**src/rtl/mux_scan_ctrl.sv**
```systemverilog
// Scan sequencer for a 4:1 mux: steps the select through channels 0..3,
// waits SETTLE cycles on each, samples y, and hands the 4-bit snapshot
// downstream on a valid/ready handshake. Single-shot or continuous scan.
module mux_scan_ctrl #(
  parameter int SETTLE = 2
) (
  input  logic       clk,
  input  logic       rst_n,
  input  logic       start,
  input  logic       cont,
  output logic [1:0] s,
  input  logic       y,
  output logic [3:0] data,
  output logic       valid,
  input  logic       ready,
  output logic       busy
);

  localparam int CNT_W = (SETTLE > 0) ? $clog2(SETTLE + 1) : 1;
  localparam logic [CNT_W-1:0] CNT_LOAD = CNT_W'(SETTLE);

  typedef enum logic [1:0] {
    ST_IDLE   = 2'd0,
    ST_SETTLE = 2'd1,
    ST_HOLD   = 2'd2
  } state_t;

  state_t           state, state_n;
  logic [CNT_W-1:0] cnt, cnt_n;
  logic [1:0]       s_n;
  logic [3:0]       data_n;
  logic             valid_n;
  logic             busy_n;
  // Channels 0..2 are buffered here; channel 3 goes straight into data.
  logic [2:0]       shadow, shadow_n;

  // State and output registers; every output comes straight from a flop.
  always_ff @(posedge clk or negedge rst_n) begin
    if (!rst_n) begin
      state  <= ST_IDLE;
      s      <= '0;
      cnt    <= '0;
      data   <= '0;
      valid  <= 1'b0;
      busy   <= 1'b0;
      shadow <= '0;
    end else begin
      state  <= state_n;
      s      <= s_n;
      cnt    <= cnt_n;
      data   <= data_n;
      valid  <= valid_n;
      busy   <= busy_n;
      shadow <= shadow_n;
    end
  end

  // Next-state and next-output decode for the scan sequence.
  always_comb begin
    state_n  = state;
    s_n      = s;
    cnt_n    = cnt;
    data_n   = data;
    valid_n  = valid;
    shadow_n = shadow;
    unique case (state)
      ST_IDLE: begin
        if (start) begin
          state_n = ST_SETTLE;
          s_n     = '0;
          cnt_n   = CNT_LOAD;
        end
      end
      ST_SETTLE: begin
        if (cnt != '0) begin
          cnt_n = cnt - CNT_W'(1);
        end else if (s != 2'd3) begin
          shadow_n[s] = y;
          s_n         = s + 2'd1;
          cnt_n       = CNT_LOAD;
        end else begin
          data_n  = {y, shadow};
          valid_n = 1'b1;
          state_n = ST_HOLD;
        end
      end
      ST_HOLD: begin
        if (ready) begin
          valid_n = 1'b0;
          if (cont) begin
            state_n = ST_SETTLE;
            s_n     = '0;
            cnt_n   = CNT_LOAD;
          end else begin
            state_n = ST_IDLE;
          end
        end
      end
      default: state_n = ST_IDLE;
    endcase
    // busy is registered from the next state so it lines up with state.
    busy_n = (state_n != ST_IDLE);
  end

endmodule

```
**config.mk**
```make
export PLATFORM = sky130hd
export DESIGN_NAME = mux_scan_ctrl
export DESIGN_NICKNAME = d
export VERILOG_FILES = /design/src/rtl/mux_scan_ctrl.sv
export SDC_FILE = /design/constraint.sdc
export NUM_CORES = 1
export LEC_CHECK = 0
export BUFFER_PORTS_ARGS = -buffer_cell sky130_fd_sc_hd__clkbuf_2
export CORE_MARGIN = 2
export CORE_UTILIZATION = 56
export DETAILED_ROUTE_END_ITERATION = 10
export GPL_ROUTABILITY_DRIVEN = 0
export PLACE_DENSITY = 0.79
export SYNTH_ARGS = -nofsm -noshare
export SYNTH_HDL_FRONTEND = slang
export SYNTH_SLANG_ARGS = --single-unit
```
**constraint.sdc**
```tcl
create_clock -name clk -period 2.2 [get_ports clk]
set_input_delay 0.22 -clock clk [delete_from_list [all_inputs] [get_ports clk]]
set_output_delay 0.22 -clock clk [all_outputs]
set_load 0.005 [all_outputs]
```
==> metrics.md <==
| Metric | Value |
|---|---|
| Largest net degree at the start of global routing | `16` |
| Detailed Place HPWL | `1045 um` |
| Via Count | `556` |
| # diodes | `0` |
| Slew @ Worst Pin | `410.7 ps` |
| Port Buf Inserts | `13` |
| Remaining global-route overflow | `0` |
| H-tree depth | `1` |
| Root Buffer | `clkbuf_4` |
| Initial antenna violation count | `0` |
| RSZ-0062 raised after global routing | `no` |
| Height of the die | `40.92 um` |
| Total power | `1132 uW` |
| Pwr/cell area | `1297 nW/um^2` |
| Final WL | `1411 um` |
| Status | `complete, no violations` |
| Layout cells sized above 1 | `0.2588` |
| Slew Viols, Final | `0` |
| Vias in the first global route | `530` |
| Comb power frac | `0.415` |
| GRT busiest layer | `met2` |
| Worst setup margin | `678.9 ps` |
| Post-route cell area | `872.1 sq um` |
| Layout area overhead | `14.26%` |
| CTS Buf Count | `3` |
| Kind of critical path | `reg2reg` |
| Synth Instances | `68` |
| # fillers | `102` |
| Post-route ant nets | `0` |
| GRT met3 Usage | `0.04891` |
| Final setup fails | `0` |
| Seq/Total Area, Yosys | `0.4918` |
| Initial Util | `0.5940` |
| Dpl ws | `683.6 ps` |
| Post-layout util | `0.6787` |
| Yosys cell types | `25` |
| Crit path buffers/inverters | `0` |
| Horizontal die dimension | `40.92 um` |
| Min Clock Period, post-route | `1521 ps` |
| Met1 global-route usage | `0.2862` |
| Post-Syn Area | `763.2 sq um` |
| Crit path required time | `2360 ps` |
| CTS resizes | `0` |
| Max transition margin | `0.7262` |
| Period utilization | `0.6914` |
| Clock Path Buffers | `2` |
| Leakage | `0.0004215 uW` |
| Crit path max fanout | `6` |
| First-pass GRT wire length | `2325 um` |
| Yosys warnings | `0` |
| Flops & latches, synth | `15` |
| Commonest non-fill, non-tap cells in the layout | `15 x dfrtp_1, 13 x clkbuf_2, 6 x inv_1, 6 x nand2_1, 6 x ha_1` |
| Row count | `13` |
| Internal | `717.4 uW` |
| TritonCTS clock tree | `yes` |
| Io pins | `14` |
| Initial drt markers | `12` |
| DRT Pass-1 Iters | `4` |
| DR vias/cell | `5.560` |
| Total track usage | `0.2208` |
| Fin. Hold Viols | `0` |
| Startpoint types | `flip-flop` |
| Crit-path slowest cell | `dfrtp_1` |
| Met2 Use GR | `0.3477` |
| Clk pwr share | `0.134` |
| Layout Skew | `5.384 ps` |
| Worst vdd ir | `746.5 uV` |
| Worst-path cell chain | `ha_1 > and2_1 > nand2_2 > mux2_2` |
| DRC viols | `0` |
| Reg power frac | `0.452` |
| Synthesized Nets | `80` |
| Fin Setup TNS | `0 ps` |
| Sink Count | `15` |
| Placed Area | `835.8 sq um` |
| FMAX | `0.6574 GHz` |
| Worst min path class | `in2reg` |
| Max-cap violations | `0` |
| Clk slew on worst S/H paths | `80 ps` |
| Core Box Area | `1285 sq um` |
| Insertion delay to the later sink of the worst-skew pair | `280 ps` |
| Critical path endpoint category | `flip-flop` |
| CP max stage delay | `440 ps` |
| CP top delay family | `flip-flops` |
| Post-Syn Area per Cell | `11.22 sq um` |
| Sw power | `414.1 uW` |
| Post-layout nets | `98` |
| Area of the die | `1674 sq um` |
| Commonest non-fill, non-tap cell in the layout | `dfrtp_1` |
| WL/cell | `14.11 um` |
| Net Sw Frac | `0.3660` |
| WP data arrival | `1690 ps` |
==> cell families after synthesis <==
family | share of synthesized area
AOI/OAI and AO/OA | 0.09182
adders and majority gates | 0.09836
buffers and inverters | 0.04426
DFF | 0.4918
muxes | 0.1033
and+or+nand+nor | 0.1705
==> timing repair <==
action / CTS / global route
buffers inserted: 0 / 0
endpoints found under the hold margin: 15 / 0
hold buffers: 1 / 0
==> Yosys cell counts, drive strengths merged <==
master | n | area, sq um
nand3 | 4 | 20.02
dfrtp | 15 | 375.4
buf | 1 | 11.26
nand2 | 7 | 28.78
a31o | 1 | 8.760
a22oi | 1 | 7.510
and2b | 1 | 7.510
o2111ai | 1 | 8.760
inv | 6 | 22.52
nand4bb | 1 | 11.26
o22ai | 1 | 6.260
nand3b | 1 | 7.510
nor2 | 3 | 11.26
nor2b | 2 | 12.51
ha | 6 | 75.07
a21boi | 1 | 7.510
mux2 | 7 | 78.82
o211ai | 1 | 7.510
nand2b | 2 | 12.51
a32oi | 1 | 8.760
and2 | 1 | 6.260
o21ai | 3 | 15.01
and4bb | 1 | 12.51
==> final cells by class <==
type,instances,area [sq um],share of cell area
clock buffers,4,26.28,0.03013
inverters,6,22.52,0.02582
multi-input cells,46,354.1,0.4060
flip-flops and latches,15,375.4,0.4304
well taps,15,18.77,0.02152
repair buffers,14,75.07,0.08608
==> power by group through the flow <==
stage | logic (uW) | clock network (uW) | registers (uW)
floorplan | 330 | 0 | 492
global placement | 452 | 0 | 505
detailed placement | 467 | 0 | 514
CTS | 473 | 156 | 511
global route | 533 | 170 | 536
finish | 469 | 151 | 511
==> path summary, 6_finish.rpt <==
kind / start / to / slack [ps] / depth (start not counted)
worst max-delay path: s[0] / data[3] / 680 / 4
worst min-delay path: ready / valid / 190 / 2
worst max register to register: s[0] / data[3] / 680 / 4
worst min register to register: shadow[0] / shadow[0] / 500 / 1
max in group asynchronous: rst_n / s[0] / 1550 / 2
min in group asynchronous: rst_n / data[0] / 380 / 2
==> layer usage <==
metal,vias to the layer above,share of wire
li1,270,-
met3,5,0.038
met5,-,0
met1,267,0.47
met4,0,0.021
met2,14,0.47
==> flip-flops by register name, indices dropped and copies added, names as in the netlist <==
| register | cells |
|---|---|
| state | 2 |
| busy | 1 |
| shadow | 3 |
| valid | 1 |
| cnt | 2 |
| data | 4 |
| s | 2 |
==> through the flow <==
stage / cells / hold slack (ps)
2_1_floorplan: 68 / -75.59
3_3_place_gp: 95 / 145.8
3_5_place_dp: 95 / 150.7
4_1_cts: 100 / 182.1
5_1_grt: 100 / 174.3
6_report: 100 / 185.8
(Power assumes the default switching activity.)
